<file path="config.mk">
export PLATFORM = sky130hd
export DESIGN_NAME = idelay_tap_scan
export DESIGN_NICKNAME = d
export VERILOG_FILES = /design/src/rtl/adc_cal_pkg.sv /design/src/rtl/eye_tracker.sv /design/src/rtl/idelay_tap_scan.sv
export SDC_FILE = /design/constraint.sdc
export NUM_CORES = 1
export LEC_CHECK = 0
export CAP_MARGIN = 20
export CORE_AREA = 2 2 123 125
export DETAILED_ROUTE_END_ITERATION = 12
export DIE_AREA = 0 0 125 127
export GPL_TIMING_DRIVEN = 0
export REMOVE_ABC_BUFFERS = 1
export SYNTH_ARGS = -nofsm -noshare
export SYNTH_HDL_FRONTEND = slang
export SYNTH_HIERARCHICAL = 1
export SYNTH_SLANG_ARGS = --single-unit
export TNS_END_PERCENT = 30
</file>
<file path="constraint.sdc">
create_clock -name clk_div -period 5.7 [get_ports clk_div]
set_input_delay 0.855 -clock clk_div [delete_from_list [all_inputs] [get_ports clk_div]]
set_output_delay 0.855 -clock clk_div [all_outputs]
set_load 0.01 [all_outputs]
</file>
<file path="src/rtl/adc_cal_pkg.sv">
// rtl/adc_cal_pkg.sv - shared types and defaults for the IDELAY tap calibration slice
package adc_cal_pkg;

  localparam int         TAP_W_DEF   = 9;
  localparam logic [7:0] PATTERN_DEF = 8'hA5;

  typedef enum logic [3:0] {
    ST_IDLE,
    ST_LOAD,
    ST_SETTLE,
    ST_SAMPLE,
    ST_EVAL,
    ST_CENTER,
    ST_FINAL_LOAD,
    ST_VERIFY,
    ST_DONE
  } state_e;

endpackage

</file>
<file path="src/rtl/eye_tracker.sv">
// rtl/eye_tracker.sv - passing-run tracking, widest-window selection and centre computation
module eye_tracker
  import adc_cal_pkg::*;
#(
  parameter int TAP_W = TAP_W_DEF
) (
  input  logic             clk,
  input  logic             rst,
  input  logic             clear,
  input  logic             eval,
  input  logic             pass,
  input  logic             last,
  input  logic [TAP_W-1:0] tap,
  output logic             found,
  output logic [TAP_W-1:0] eye_start,
  output logic [TAP_W-1:0] eye_width,
  output logic [TAP_W-1:0] center
);

  logic             run_open_q, run_open_d;
  logic [TAP_W-1:0] run_start_q, run_start_d;
  logic [TAP_W-1:0] run_end_q, run_end_d;
  logic             found_q, found_d;
  logic [TAP_W-1:0] best_start_q, best_start_d;
  logic [TAP_W-1:0] best_width_q, best_width_d;
  logic [TAP_W-1:0] run_width;

  always_comb begin
    run_open_d   = run_open_q;
    run_start_d  = run_start_q;
    run_end_d    = run_end_q;
    found_d      = found_q;
    best_start_d = best_start_q;
    best_width_d = best_width_q;
    run_width    = run_end_q - run_start_q;
    if (clear) begin
      run_open_d   = 1'b0;
      run_start_d  = '0;
      run_end_d    = '0;
      found_d      = 1'b0;
      best_start_d = '0;
      best_width_d = '0;
    end else if (eval) begin
      if (pass) begin
        if (!run_open_q) run_start_d = tap;
        run_end_d  = tap;
        run_open_d = 1'b1;
      end
      run_width = run_end_d - run_start_d;
      // The final sweep point closes the run even when it passes; ties keep the earlier window.
      if (run_open_d && (!pass || last)) begin
        if (!found_q || run_width > best_width_q) begin
          found_d      = 1'b1;
          best_start_d = run_start_d;
          best_width_d = run_width;
        end
        run_open_d = 1'b0;
      end
    end
  end

  always_ff @(posedge clk) begin
    if (rst) begin
      run_open_q   <= 1'b0;
      run_start_q  <= '0;
      run_end_q    <= '0;
      found_q      <= 1'b0;
      best_start_q <= '0;
      best_width_q <= '0;
    end else begin
      run_open_q   <= run_open_d;
      run_start_q  <= run_start_d;
      run_end_q    <= run_end_d;
      found_q      <= found_d;
      best_start_q <= best_start_d;
      best_width_q <= best_width_d;
    end
  end

  assign found     = found_q;
  assign eye_start = best_start_q;
  assign eye_width = best_width_q;
  assign center    = best_start_q + (best_width_q >> 1);

endmodule

</file>
<file path="src/rtl/idelay_tap_scan.sv">
// rtl/idelay_tap_scan.sv - IDELAY tap sweep FSM: load, settle, sample, pick eye centre, verify readback
module idelay_tap_scan
  import adc_cal_pkg::*;
#(
  parameter int TAP_W      = TAP_W_DEF,
  parameter int MAX_TAP    = 511,
  parameter int STEP       = 8,
  parameter int SETTLE_CYC = 16,
  parameter int SAMPLE_CYC = 64,
  parameter int DATA_W     = 8
) (
  input  logic              clk_div,
  input  logic              rst,
  input  logic              start,
  input  logic [DATA_W-1:0] pattern,
  input  logic [DATA_W-1:0] data_in,
  output logic              load,
  output logic [TAP_W-1:0]  cntvalue_out,
  input  logic [TAP_W-1:0]  cntvalue_in,
  output logic              busy,
  output logic              done,
  output logic              fail,
  output logic [TAP_W-1:0]  best_tap,
  output logic [TAP_W-1:0]  eye_start,
  output logic [TAP_W-1:0]  eye_width
);

  localparam int CNT_MAX = (SETTLE_CYC > SAMPLE_CYC) ? SETTLE_CYC : SAMPLE_CYC;
  localparam int CNT_W   = $clog2(CNT_MAX + 1);

  state_e           state_q, state_d;
  logic [TAP_W-1:0] tap_q, tap_d;
  logic [CNT_W-1:0] cnt_q, cnt_d;
  logic             match_q, match_d;
  logic             load_q, load_d;
  logic [TAP_W-1:0] cntval_q, cntval_d;
  logic             busy_q, busy_d;
  logic             done_q, done_d;
  logic             fail_q, fail_d;
  logic [TAP_W-1:0] best_tap_q, best_tap_d;

  logic             trk_clear;
  logic             trk_found;
  logic [TAP_W-1:0] trk_center;
  logic [TAP_W:0]   tap_next;
  logic             tap_fits;

  assign tap_next = {1'b0, tap_q} + (TAP_W+1)'(STEP);
  assign tap_fits = (tap_next <= (TAP_W+1)'(MAX_TAP));

  eye_tracker #(.TAP_W(TAP_W)) u_eye_tracker (
    .clk       (clk_div),
    .rst       (rst),
    .clear     (trk_clear),
    .eval      (state_q == ST_EVAL),
    .pass      (match_q),
    .last      (!tap_fits),
    .tap       (tap_q),
    .found     (trk_found),
    .eye_start (eye_start),
    .eye_width (eye_width),
    .center    (trk_center)
  );

  always_comb begin
    state_d    = state_q;
    tap_d      = tap_q;
    cnt_d      = cnt_q;
    match_d    = match_q;
    load_d     = 1'b0;
    cntval_d   = cntval_q;
    busy_d     = busy_q;
    done_d     = done_q;
    fail_d     = fail_q;
    best_tap_d = best_tap_q;
    trk_clear  = 1'b0;
    unique case (state_q)
      ST_IDLE, ST_DONE: begin
        state_d = ST_IDLE;
        if (start) begin
          trk_clear  = 1'b1;
          done_d     = 1'b0;
          fail_d     = 1'b0;
          best_tap_d = '0;
          tap_d      = '0;
          busy_d     = 1'b1;
          load_d     = 1'b1;
          cntval_d   = '0;
          cnt_d      = '0;
          state_d    = ST_LOAD;
        end
      end
      ST_LOAD: begin
        cnt_d   = '0;
        state_d = ST_SETTLE;
      end
      ST_SETTLE: begin
        if (cnt_q == CNT_W'(SETTLE_CYC - 1)) begin
          cnt_d   = '0;
          match_d = 1'b1;
          state_d = ST_SAMPLE;
        end else begin
          cnt_d = cnt_q + 1'b1;
        end
      end
      ST_SAMPLE: begin
        match_d = match_q & (data_in == pattern);
        if (cnt_q == CNT_W'(SAMPLE_CYC - 1)) state_d = ST_EVAL;
        else cnt_d = cnt_q + 1'b1;
      end
      ST_EVAL: begin
        if (tap_fits) begin
          tap_d    = tap_next[TAP_W-1:0];
          load_d   = 1'b1;
          cntval_d = tap_next[TAP_W-1:0];
          state_d  = ST_LOAD;
        end else begin
          state_d = ST_CENTER;
        end
      end
      ST_CENTER: begin
        if (!trk_found) begin
          fail_d     = 1'b1;
          best_tap_d = '0;
        end else begin
          best_tap_d = trk_center;
        end
        load_d   = 1'b1;
        cntval_d = best_tap_d;
        cnt_d    = '0;
        state_d  = ST_FINAL_LOAD;
      end
      ST_FINAL_LOAD: begin
        // One load cycle followed by SETTLE_CYC idle cycles before readback.
        if (cnt_q == CNT_W'(SETTLE_CYC)) state_d = ST_VERIFY;
        else cnt_d = cnt_q + 1'b1;
      end
      ST_VERIFY: begin
        if (cntvalue_in != best_tap_q) fail_d = 1'b1;
        done_d  = 1'b1;
        busy_d  = 1'b0;
        state_d = ST_DONE;
      end
      default: state_d = ST_IDLE;
    endcase
  end

  always_ff @(posedge clk_div) begin
    if (rst) begin
      state_q    <= ST_IDLE;
      tap_q      <= '0;
      cnt_q      <= '0;
      match_q    <= 1'b0;
      load_q     <= 1'b0;
      cntval_q   <= '0;
      busy_q     <= 1'b0;
      done_q     <= 1'b0;
      fail_q     <= 1'b0;
      best_tap_q <= '0;
    end else begin
      state_q    <= state_d;
      tap_q      <= tap_d;
      cnt_q      <= cnt_d;
      match_q    <= match_d;
      load_q     <= load_d;
      cntval_q   <= cntval_d;
      busy_q     <= busy_d;
      done_q     <= done_d;
      fail_q     <= fail_d;
      best_tap_q <= best_tap_d;
    end
  end

  assign load         = load_q;
  assign cntvalue_out = cntval_q;
  assign busy         = busy_q;
  assign done         = done_q;
  assign fail         = fail_q;
  assign best_tap     = best_tap_q;

endmodule

</file>
After elaboration in Yosys (flattened, before gate mapping)
Cells that the tools add are included.

Add/subtract/negate cells: 4. Multiply operators: 0. Divide/modulo/power cells: 0. $lt $le $gt $ge: 2. Equal/unequal tests: 22. Shift operators: 0. Mux-type cells: 41. Bitwise gates (word level): 1. Reduce and logical (&&, ||, !) cells: 26.

Operator list (count): two-way mux 9 bit (10); case mux 9 bit (2 select lines) (2); case mux 7 bit (5 select lines) (1); case mux 4 bit (8 select lines) (1); two-way mux 7 bit (4); case mux 9 bit (3 select lines) (1); != test 2 bit (second input constant) (9); equality test 4 x 3 -> 1 bit (second input constant) (4); two-way mux 1 bit (13); two-way mux 4 bit (3); AND reduction 3 bit (4); adder 9 x 4 -> 10 bit (second input constant) (1); less-or-equal comparator 10 x 9 -> 1 bit (second input constant) (1); adder 9 x 8 -> 9 bit (1); > comparator 9 bit (1); != test 9 bit (1); subtractor 9 bit (1); equality test 4 x 2 -> 1 bit (second input constant) (2); equality test 8 bit (1); AND reduction 4 bit (2); nonzero test 2 bit (4); adder 7 x 1 -> 7 bit (second input constant) (1); equality test 7 x 4 -> 1 bit (second input constant) (1); equality test 7 x 5 -> 1 bit (second input constant) (1); 15 further kinds (26).

Register bits: 81. Bits in latches: 0. Memory bits (writable): 0. Bits in read-only memories: 0. Bits of input ports: 28. Logic and storage cells: 112. Memories kept: 0.

Depth between registers and ports, before layout
Gate-level depths: netlist of run 1.

Depth in word-level cells: 8. Mapped depth: 18. Depth with buffers taken out: 16.

Hierarchy
The synthesis of run 1 kept the hierarchy.

By module, submodules not included: eye_tracker (times used 1, cells an instance 290, area each 2461.1 um2, seq. area each 760.7 um2); idelay_tap_scan (times used 1, cells an instance 263, area each 2122.0 um2, seq. area each 800.8 um2).

Least setup slack after synthesis of run 1
OpenSTA, ideal clock, no wires.

Path type: reg2reg. From: register match_q. To: register u_eye_tracker.best_width_q[8] (netlist: u_eye_tracker/eye_width[8]). Data arrival time: 3.786 ns. Required time: 5.585 ns. Path slack: 1.799 ns. Stages on the path, launching flop included: 18. Buffers on the path: 3. Period minus slack after synthesis: 3.901 ns. Cell sequence: dfxtp_1 buf_6 clkbuf_1 mux2_2 ha_1 a21oi_1 nand2_1 a31o_2 a31oi_2 xnor2_1 ha_1 nand3_1 or3_1 nand3_1 or2_1 clkbuf_1 a21o_1 o21ba_1.

Cells in the longest elaborated chain, start to end: 7. Elaborated cells between the ends (all ways): 16. Those cells by class: add/sub (1); order compare (1); mux (9); reduce/logical (5).

Ends and longest elaborated chain: start, declared (RTL line idelay_tap_scan.sv:34) `logic match_q, match_d;`; start signal, assigned (RTL line idelay_tap_scan.sv:164) `match_q <= match_d;`; two-way mux 9 bit (RTL line eye_tracker.sv:44) `if (pass) begin`; two-way mux 9 bit (RTL line eye_tracker.sv:43) `end else if (eval) begin`; two-way mux 9 bit (RTL line eye_tracker.sv:36) `if (clear) begin`; subtractor 9 bit (RTL line eye_tracker.sv:49) `run_width = run_end_d - run_start_d;`; > comparator 9 bit (RTL line eye_tracker.sv:52) `if (!found_q || run_width > best_width_q) begin`; logical OR 1 bit (RTL line eye_tracker.sv:52); AND reduction 3 bit (no line); end signal, assigned (RTL line eye_tracker.sv:76) `best_width_q <= best_width_d;`; end, declared (RTL line eye_tracker.sv:25) `logic [TAP_W-1:0] best_width_q, best_width_d;`.

Several ways; a longest one is shown, not always the timed one. The select of a mux whose other input is x is not followed. A chain may end at the register's enable or synchronous reset.

Final worst setup path of run 1
From: register match_q. To: register u_eye_tracker.best_width_q[7] (netlist: u_eye_tracker/eye_width[7]).

The elaborated chain is that of the path after synthesis.

==> impl_metrics.yaml, run 1 <==
yosys:
  synth-compound-area-share_pct: 20.12
  syn_inst: 553
  syn_area_um2: 4583
  yosys_warnings: 6
  synth_xor_area_share_pct: 6.689
  syn_area_per_cell_um2: 8.288
  ys_top_cells_by_count: "78 x dfxtp_1, 63 x nor2_1, 48 x nand2_1"
  yosys.area_share.simple_pct: 20.94
  synthAdderAreaFrac_pct: 8.791
  yosysTopAreaCell: "dfxtp_1"
  synth_edf_count: 0
  ys_async_sr_fraction_pct: 0
  synth_top_area_share_pct: 34.07
  yosysMostFrequentCell: "dfxtp_1"
  synthFlopType: "dfxtp_1"
  synth_seq_area_share_pct: 34.07
  synth.distinct_cells: 68
  synthMuxAreaShare_pct: 4.368
  ys_ff_latch: 78
  synth.area.top_cells: "dfxtp_1 34%, ha_1 7.9%, nor2_1 5.2%"
  synth_top_family_by_area: "simple AND/OR/NAND/NOR gates"
sta:
  tns_ns: 0
  setup_slack_ns: 0.5168
  finalCriticalPeriod_ns: 5.183
  rsz0062_at_grt: "no"
  finalHoldViolCount: 0
  fmax_ghz: 0.1929
  tightest_slew_ns: 0.7895
  drv_slew: 0
  relSlewSlack_pct: 47.36
  setup_violations: 0
  period_share_pct: 90.93
  hold_slack_ns: 0.4621
  skew_ns: 0.007349
detailed_routing:
  finalWirelength_um: 11970
  via_per_inst: 5.190
  firstDrtPassIters: 5
  drtIter0Drc: 356
  vias: 4142
  antenna_left: 0
  drc_errors: 0
  wl_per_cell_um: 15.01
power_and_ir_drop:
  power_density_nw_per_um2: 290.8
  p_leak_nw: 2.123
  vdd_drop_max_mv: 0.1508
cts:
  cts.reportedPaths.clkPinSlew_ns: 0.06
  clk_latency_ns: 0.34
  cts_tree: "done"
  h-tree-depth: 3
  cts_buffer_depth: 2
  postCtsSetupBuffers: 0
  cts_buffers: 9
  cts_root_buffer: "clkbuf_16"
  cts_num_sinks: 78
layout:
  area_growth_pct: 25.17
  drive_gt1_share_pct: 6.515
  diodes: 0
  fill_cells: 1466
  nets: 668
floorplan:
  boundaryPins: 68
  die_w_um: 125
  die_h_um: 127
  start_util_pct: 31.77
  core_um2: 14420
  dieArea_um2: 15880
  row_count: 44
outcome:
  outcome: "finished, final reports clean"
hold_path:
  hold_path_end: "cntvalue_out[1]$_SDFFE_PP0P_"
  whs_path_depth: 2
  hold_path_class: "register to register"
  min-delay-start: "cntvalue_out[1]$_SDFFE_PP0P_"
setup_path:
  r2r_slack_ns: 0.52
  reg2reg_from: "match_q$_SDFFE_PP0P_"
  cp.arrival_ns: 5.42
  crit_path_start_kind: "register"
  cp.required_ns: 5.94
  worst_r2r_path_depth: 15
  path_class: "register to register"
  r2r-end: "u_eye_tracker/eye_width[7]$_SDFFE_PP0P_"
  worstSetupStartpoint: "match_q$_SDFFE_PP0P_"
  critPathMaxFanout: 21
  crit_path_end_kind: "register"
global_route:
  grt_use_total_pct: 15.08
  grt_pass1_wl_um: 19880
  grt_max_degree: 47
  grt_overflow: 0
  antenna_found_initial: 0
  grt_pass1_vias: 3969
placement:
  gp_congestion: 0.8071
  place_ws_ns: -0.02902
  numPortBuffers: 67
  dp.final_hpwl_um: 8843
job:
  maxCapViolations: 0
final cells by class:
class,count,area (um^2),area share (%)
multi-input combinational,425,2821,49.18
tap,184,230.2,4.013
sequential,78,1562,27.22
inverter,27,101.3,1.767
clock buffer,9,225.2,3.926
timing repair buffer,68,693.2,12.08
clock inverter,7,103.9,1.810
timing repair:
action | 4_1_cts | 5_1_grt
resized for setup | 1 | 1
cloned | 0 | 0
hold buffers | 0 | 0
setup endpoints to repair | 2 | 15
state kept, by name, summed over array words and instances (netlist names), 4 cells and up:
name                       cells
tap_q                          6
u_eye_tracker/run_start_q      9
state_q                        4
best_tap                       9
cntvalue_out                   9
cnt_q                          7
u_eye_tracker/eye_start        9
u_eye_tracker/run_end_q        9
u_eye_tracker/eye_width        9
how the worst max path moves through the flow:
stage                                                    to  slack (ns)
floorplan           u_eye_tracker/eye_start[0]$_SDFFE_PP0P_        1.11
global placement    u_eye_tracker/eye_start[0]$_SDFFE_PP0P_        0.09
detailed placement  u_eye_tracker/eye_start[0]$_SDFFE_PP0P_       -0.03
CTS                 u_eye_tracker/eye_start[0]$_SDFFE_PP0P_        0.30
global route        u_eye_tracker/eye_width[7]$_SDFFE_PP0P_         0.1
finish              u_eye_tracker/eye_width[7]$_SDFFE_PP0P_        0.52
kinds of logic (layout without fill, tap and decap cells):
family,count (synthesis),after routing
mux,19,19
fa+ha+maj,31,31
flops,78,78
compound gates,136,136
simple gates,198,198
buf+inv,55,111
xor+xnor,35,35
other cells,1,6
through the flow:
| step | power (mW) | instances | utilization (%) | area, um^2 |
|---|---|---|---|---|
| floorplan | 0.9094 | 530 | - | 4477 |
| global placement | 1.026 | 781 | 37.28 | 5378 |
| detailed placement | 1.040 | 782 | 37.44 | 5400 |
| CTS | 1.677 | 798 | 39.74 | 5732 |
| global route | 1.758 | 798 | 39.77 | 5737 |
| finish | 1.668 | 798 | 39.77 | 5737 |
routing by layer:
layer | global-route usage (%) | routed length, um
met5 | 0 | 0
met4 | 2.941 | 95
met3 | 3.434 | 597
met2 | 25.22 | 5618
met1 | 20.13 | 5662
worst max-delay path: stages, from the launching register on:
cell and delay, ns:
dfxtp_1 0.80, nor2b_2 0.75, mux2i_1 0.48, ha_1 0.37, a21oi_1 0.17, nand2_1 0.09
a31o_2 0.28, a31oi_2 0.26, xnor2_1 0.11, ha_1 0.30, nand3_1 0.12, a211o_1 0.29
o211a_2 0.16, or2_1 0.37, or4_1 0.46, o311ai_1 0.09
power breakdown:
part | internal (mW) | switching [mW]
sequential | 0.564 | 0.0305
clock | 0.390 | 0.245
combinational | 0.186 | 0.253
placed cells by master, fill, tap and decap left out, types with 3 or more instances in the layout:
master / netlist / final
nand3_1: 18 / 18
mux2i_1: 11 / 11
o21ai_0: 13 / 13
a21o_1: 11 / 11
nor4_1: 8 / 8
a21boi_0: 3 / 3
mux2_2: 7 / 7
or3_1: 4 / 4
nor2_1: 63 / 63
nand2_1: 48 / 48
and2_1: 3 / 3
conb_1: 1 / 6
nand3b_1: 4 / 4
clkbuf_16: 0 / 9
a211oi_1: 20 / 20
inv_1: 26 / 26
ha_1: 29 / 29
nor2b_1: 4 / 3
a22oi_1: 10 / 10
or2_2: 3 / 3
a2bb2oi_1: 6 / 6
xor2_1: 26 / 26
nor3_1: 14 / 14
or4_1: 5 / 5
xnor2_1: 9 / 9
nand4_1: 5 / 5
dfxtp_1: 78 / 78
inv_6: 0 / 3
a211o_1: 3 / 3
a21oi_1: 46 / 46
clkdlybuf4s50_1: 0 / 66
nand2b_1: 6 / 6
Note: power is estimated with default switching activity, not from simulation.
==> run 2: changes to the inputs <==
--- a/config.mk
+++ b/config.mk
@@ -5,12 +5,14 @@
 export SDC_FILE = /design/constraint.sdc
 export NUM_CORES = 1
 export LEC_CHECK = 0
+export ABC_AREA = 1
 export CAP_MARGIN = 20
-export CORE_AREA = 2 2 123 125
+export CORE_AREA = 2 2 129 131
 export DETAILED_ROUTE_END_ITERATION = 12
-export DIE_AREA = 0 0 125 127
+export DIE_AREA = 0 0 131 133
 export GPL_TIMING_DRIVEN = 0
 export REMOVE_ABC_BUFFERS = 1
+export SKIP_LAST_GASP = 1
 export SYNTH_ARGS = -nofsm -noshare
 export SYNTH_HDL_FRONTEND = slang
 export SYNTH_HIERARCHICAL = 1
==> run 2 against run 1 <==
Net effect:
- critical path depth increased by 6
- final area rose by 8.0%
- synthesized area up 9.6%
- critical path type unchanged
- critical endpoint is now u_eye_tracker/eye_start[4]$_SDFFE_PP0P_
- highest routed layer unchanged
==> impl_metrics.yaml, run 2 <==
layout:
  area_growth_pct: 23.39
  final_common_cell: "nand2_1"
  post-route-util_pct: 38.32
  stdcell_area_um2: 6197
  nets: 876
  layout_common_cells: "192 x nand2_1, 107 x inv_1, 78 x dfxtp_1"
  diodes: 0
  drive_gt1_share_pct: 7.917
  finalNonFillerCells: 1041
  fill_cells: 1719
cts:
  h-tree-depth: 3
  cts_buffer_depth: 2
  cts_root_buffer: "clkbuf_16"
  cts_tree: "done"
  cts_buffers: 9
  clk_latency_ns: 0.34
  cts_num_sinks: 78
  postCtsSetupBuffers: 0
  ctsResizeCount: 0
  cts-hold-fix-buffers: 0
  cts.reportedPaths.clkPinSlew_ns: 0.06
sta:
  setup_violations: 0
  period_share_pct: 78.49
  finalHoldViolCount: 0
  finalCriticalPeriod_ns: 4.474
  fmax_ghz: 0.2235
  relSlewSlack_pct: 38.23
  tightest_slew_ns: 0.9256
  rsz0062_at_grt: "no"
  skew_ns: 0.009419
  tns_ns: 0
  drv_slew: 0
yosys:
  syn_inst: 753
  synth_top_family_by_area: "simple AND/OR/NAND/NOR gates"
  syn_area_um2: 5022
  yosys_warnings: 6
  syn_area_per_cell_um2: 6.670
  synth_top_area_share_pct: 31.09
  ys_top_cells_by_count: "192 x nand2_1, 107 x inv_1, 78 x dfxtp_1"
  synth_xor_area_share_pct: 4.684
  yosysTopAreaCell: "dfxtp_1"
  synth_edf_count: 0
  ys_ff_latch: 78
  synth_seq_area_share_pct: 31.09
  ys_async_sr_fraction_pct: 0
  yosys.area_share.simple_pct: 29.92
  synthMuxAreaShare_pct: 0
  synth.distinct_cells: 41
  yosysMostFrequentCell: "nand2_1"
  synth-compound-area-share_pct: 15.05
  synth.area.top_cells: "dfxtp_1 31%, nand2_1 14%, inv_1 8.0%"
  synthAdderAreaFrac_pct: 8.022
  synthFlopType: "dfxtp_1"
setup_path:
  crit_path_end_kind: "register"
  critPathMaxStageDelay_ns: 0.85
  worst_path_max_delay_cell: "dfxtp_1"
  worst_r2r_path_depth: 21
  cp.required_ns: 5.91
  cp.arrival_ns: 4.69
  critPathMaxFanout: 23
  path_class: "register to register"
  crit_path_start_kind: "register"
  crit_chain: "nand2_2, o21ai_0, ha_1, a21oi_1, o21ai_0, a21oi_1, nand2_1, nand2_1, nand2_1, ha_1, nand2_1, inv_2, nand2_2, nor2_1, nor2_1, nand2_1, nand2_2, nand2_1, nand2_2, o21ai_0, nor2_1"
  cp_common_cell: "nand2_1"
floorplan:
  row_count: 47
  die_h_um: 133
  core_um2: 16170
  dieArea_um2: 17420
  boundaryPins: 68
  die_w_um: 131
  start_util_pct: 31.06
detailed_routing:
  finalWirelength_um: 12300
  drc_errors: 0
  firstDrtPassIters: 5
  wl_per_cell_um: 11.81
  drtIter0Drc: 224
  via_per_inst: 4.455
  vias: 4638
  antenna_left: 0
placement:
  placed_area_um2: 5897
  gp_congestion: 0.8660
  dp.final_hpwl_um: 9337
  dp.cells: 1026
  numPortBuffers: 67
power_and_ir_drop:
  vdd_drop_max_mv: 0.1682
  p_total_mw: 2.115
  power_density_nw_per_um2: 341.2
  p_leak_nw: 2.823
hold_path:
  whs_path_depth: 2
  hold_path_class: "register to register"
job:
  maxCapViolations: 0
outcome:
  outcome: "finished, final reports clean"
global_route:
  antenna_found_initial: 0
  grt_pass1_vias: 4266
  grt_use_total_pct: 14.64
  grt_max_degree: 31
  grt_pass1_wl_um: 20370
  grt_overflow: 0
-- run 2: cell types whose count changed after synthesis, moves of 18 or more --
cell      change
a21oi_1      +27
o21ai_0      +32
xor2_1       -18
nand2_1     +144
inv_1        +81
nand3_1      +18
a211oi_1     -20
-- run 2: through the flow --
stage	hold slack [ns]	setup WS (ns)
global route	0.4792	0.7577
floorplan	0.4441	2.174
global placement	0.4420	1.067
CTS	0.4561	1.263
finish	0.4506	1.226
detailed placement	0.4466	1.270
-- run 2: report_power, final --
| group | total [mW] | leakage (nW) | switching, mW | internal [mW] |
|---|---|---|---|---|
| clock | 0.589 | 0.149 | 0.228 | 0.361 |
| combinational | 0.889 | 2.04 | 0.577 | 0.313 |
| sequential | 0.636 | 0.630 | 0.0481 | 0.588 |
| total | 2.11 | 2.82 | 0.853 | 1.26 |
-- run 2: worst paths after layout --
kind              slack (ns)            startpoint                                      end
setup / recovery        1.23  match_q$_SDFFE_PP0P_  u_eye_tracker/eye_start[4]$_SDFFE_PP0P_
hold / removal          0.45     fail$_SDFFE_PP0P_                        fail$_SDFFE_PP0P_
setup reg to reg        1.23  match_q$_SDFFE_PP0P_  u_eye_tracker/eye_start[4]$_SDFFE_PP0P_
hold reg to reg         0.45     fail$_SDFFE_PP0P_                        fail$_SDFFE_PP0P_
-- run 2: kinds of logic (layout without fill, tap and decap cells) --
logic type,after synthesis,in the layout
fa+ha+maj,31,31
flops,78,78
xor+xnor,26,26
compound gates,139,139
simple gates,342,342
other cells,1,5
buf+inv,136,200
-- run 2: per-layer routing --
layer  up-vias  global-route usage [%]  share of wire (%)
met5         -                       0                  0
met4         0                   4.255                1.2
met3         8                   2.467                4.0
met2        63                   24.21                 46
met1      2065                   19.48                 49
li1       2502                       -                  -
-- run 2: final cells by class --
| type | instances | area, um^2 | area share [%] |
|---|---|---|---|
| Clock buffer | 12 | 256.5 | 4.139 |
| Clock inverter | 3 | 43.79 | 0.7066 |
| Inverter | 116 | 439.2 | 7.087 |
| Multi-Input combinational cell | 543 | 2915 | 47.04 |
| Sequential cell | 78 | 1562 | 25.20 |
| Tap cell | 220 | 275.3 | 4.442 |
| Timing Repair Buffer | 69 | 705.7 | 11.39 |
-- run 2: worst max-delay path, delay by kind of cell, from the launching register on --
kind	cells	cell delay (ns)
flops	1	0.85
buf+inv	1	0.06
compound gates	5	1.35
simple gates	13	1.45
fa+ha+maj	2	0.62
==> run 3: changes to the inputs <==
==> constraint.sdc (replaced) <==
create_clock -name clk_div -period 4.6 [get_ports clk_div]
set_input_delay 0.69 -clock clk_div [delete_from_list [all_inputs] [get_ports clk_div]]
set_output_delay 0.69 -clock clk_div [all_outputs]
set_load 0.01 [all_outputs]
==> run 3 against run 2 <==
Net effect:
- utilization hardly changed
- via count stayed put
- hold slack stayed put
- critical path depth stayed put
- die area stayed put
- clock-buffer cell count stayed put
- clock power is 24% higher
- cell count stayed put
- sequential share of layout area hardly changed
- worst setup slack worse by 0.75 ns
- largest power group unchanged
- largest cell class unchanged
- register-to-register slack worse by 0.75 ns
- highest routed layer unchanged
- final area hardly changed
==> impl_metrics.yaml, run 3 (synthesis gave the netlist of run 2 again) <==
layout:
  area_growth_pct: 23.42
  layout_common_cells: "192 x nand2_1, 107 x inv_1, 77 x dfxtp_1"
  diodes: 0
  final_common_cell: "nand2_1"
  fill_cells: 1718
  nets: 876
  drive_gt1_share_pct: 8.039
floorplan:
  row_count: 47
  die_h_um: 133
  core_um2: 16170
  die_w_um: 131
  boundaryPins: 68
  start_util_pct: 31.06
  dieArea_um2: 17420
setup_path:
  reg2reg_from: "match_q$_SDFFE_PP0P_"
  crit_family: "simple AND/OR/NAND/NOR gates"
  critPathMaxStageDelay_ns: 0.60
  crit_chain: "nand2_2, o21ai_0, ha_1, a21oi_1, o21ai_0, a21oi_1, nand2_1, nand2_1, nand2_1, ha_1, nand2_1, inv_2, nand2_2, nor2_1, nor2_1, nand2_1, nand2_2, nand2_1, nand2_2, o21ai_0, nor2_1"
  critPathBufInv: 1
  cp.required_ns: 4.81
  cp_common_cell: "nand2_1"
  worstSetupStartpoint: "match_q$_SDFFE_PP0P_"
  crit_path_end_kind: "register"
  crit_path_start_kind: "register"
  worst_path_max_delay_cell: "dfxtp_2"
  critPathMaxFanout: 23
  cp.arrival_ns: 4.34
  path_class: "register to register"
cts:
  clk_latency_ns: 0.34
  cts_tree: "done"
  cts_buffers: 9
  cts.reportedPaths.clkPinSlew_ns: 0.06
  h-tree-depth: 3
  cts_buffer_depth: 2
  cts-hold-fix-buffers: 0
  cts_root_buffer: "clkbuf_16"
  cts_num_sinks: 78
sta:
  tns_ns: 0
  fmax_ghz: 0.2424
  drv_slew: 0
  tightest_slew_ns: 0.9256
  skew_ns: 0.009419
  finalCriticalPeriod_ns: 4.126
  setup_violations: 0
  period_share_pct: 89.69
  finalHoldViolCount: 0
  rsz0062_at_grt: "no"
  relSlewSlack_pct: 38.23
power_and_ir_drop:
  vdd_drop_max_mv: 0.2084
  p_total_mw: 2.620
  p_leak_nw: 2.824
  power_density_nw_per_um2: 422.8
detailed_routing:
  via_per_inst: 4.455
  vias: 4638
  wl_per_cell_um: 11.81
  drtIter0Drc: 224
  finalWirelength_um: 12300
  drc_errors: 0
  antenna_left: 0
  firstDrtPassIters: 5
hold_path:
  min-delay-start: "fail$_SDFFE_PP0P_"
  hold_path_class: "register to register"
global_route:
  grt_pass1_wl_um: 20370
  grt_overflow: 0
  grt_pass1_vias: 4266
  grt_max_degree: 31
  grt_use_total_pct: 14.64
  antenna_found_initial: 0
placement:
  gp_congestion: 0.8660
  dp.final_hpwl_um: 9337
  numPortBuffers: 67
outcome:
  outcome: "finished, final reports clean"
job:
  maxCapViolations: 0
==> run 3: cell counts in the layout (fill, tap and decap cells not counted) <==
No cell type changed its count.
==> run 3: report_power, final <==
group | leakage [nW] | internal [mW] | switching (mW)
logic | 2.04 | 0.388 | 0.715
clock network | 0.149 | 0.447 | 0.282
registers | 0.631 | 0.729 | 0.0596
==> run 3: layer usage <==
metal,up-vias,part of all wire [%],global-route usage (%)
li1,2502,-,-
met1,2065,49,19.48
met2,63,46,24.21
met3,8,4.0,2.467
met4,0,1.2,4.255
met5,-,0,0
==> run 3: metrics by stage <==
stage                     cells  hold WS [ns]  setup slack [ns]  utilization [%]  instance area, um^2
after global placement     1024        0.4420            0.1294            36.25                 5862
after global routing       1041        0.4792           0.05570            38.33                 6198
after detailed placement   1026        0.4466            0.1697            36.46                 5897
final                      1041        0.4506            0.4744            38.33                 6198
after CTS                  1041        0.4561            0.1627            38.32                 6197
after floorplan             737        0.4441             1.074                -                 4916
==> run 3: final cells by class <==
class	instances	area (um^2)	share of cell area, %
multi-input cells	543	2915	47.03
flip-flops and latches	78	1563	25.21
repair buffers	69	705.7	11.38
inverters	116	439.2	7.085
well taps	220	275.3	4.441
clock buffers	12	256.5	4.138
clock inverters	3	43.79	0.7065
==> run 3: final timing paths <==
check             slack, ns  depth (start not counted)                                      end
setup / recovery       0.47                         21  u_eye_tracker/eye_start[4]$_SDFFE_PP0P_
hold / removal         0.45                          2                        fail$_SDFFE_PP0P_
setup reg to reg       0.47                         21  u_eye_tracker/eye_start[4]$_SDFFE_PP0P_
hold reg to reg        0.45                          2                        fail$_SDFFE_PP0P_
==> run 3: timing repair <==
item,in CTS,in global routing
endpoints found under the setup margin,0,18
resized for setup,0,1
setup buffers,0,0
==> run 3: worst reg2reg max path, stage by stage, from the launching register on <==
cell	delay [ns]
dfxtp_2	0.60
nand2_2	0.34
o21ai_0	0.40
ha_1	0.33
a21oi_1	0.18
o21ai_0	0.12
a21oi_1	0.18
nand2_1	0.07
nand2_1	0.07
nand2_1	0.06
ha_1	0.29
nand2_1	0.07
inv_2	0.06
nand2_2	0.06
nor2_1	0.12
nor2_1	0.05
nand2_1	0.06
nand2_2	0.09
nand2_1	0.09
nand2_2	0.23
o21ai_0	0.45
nor2_1	0.07
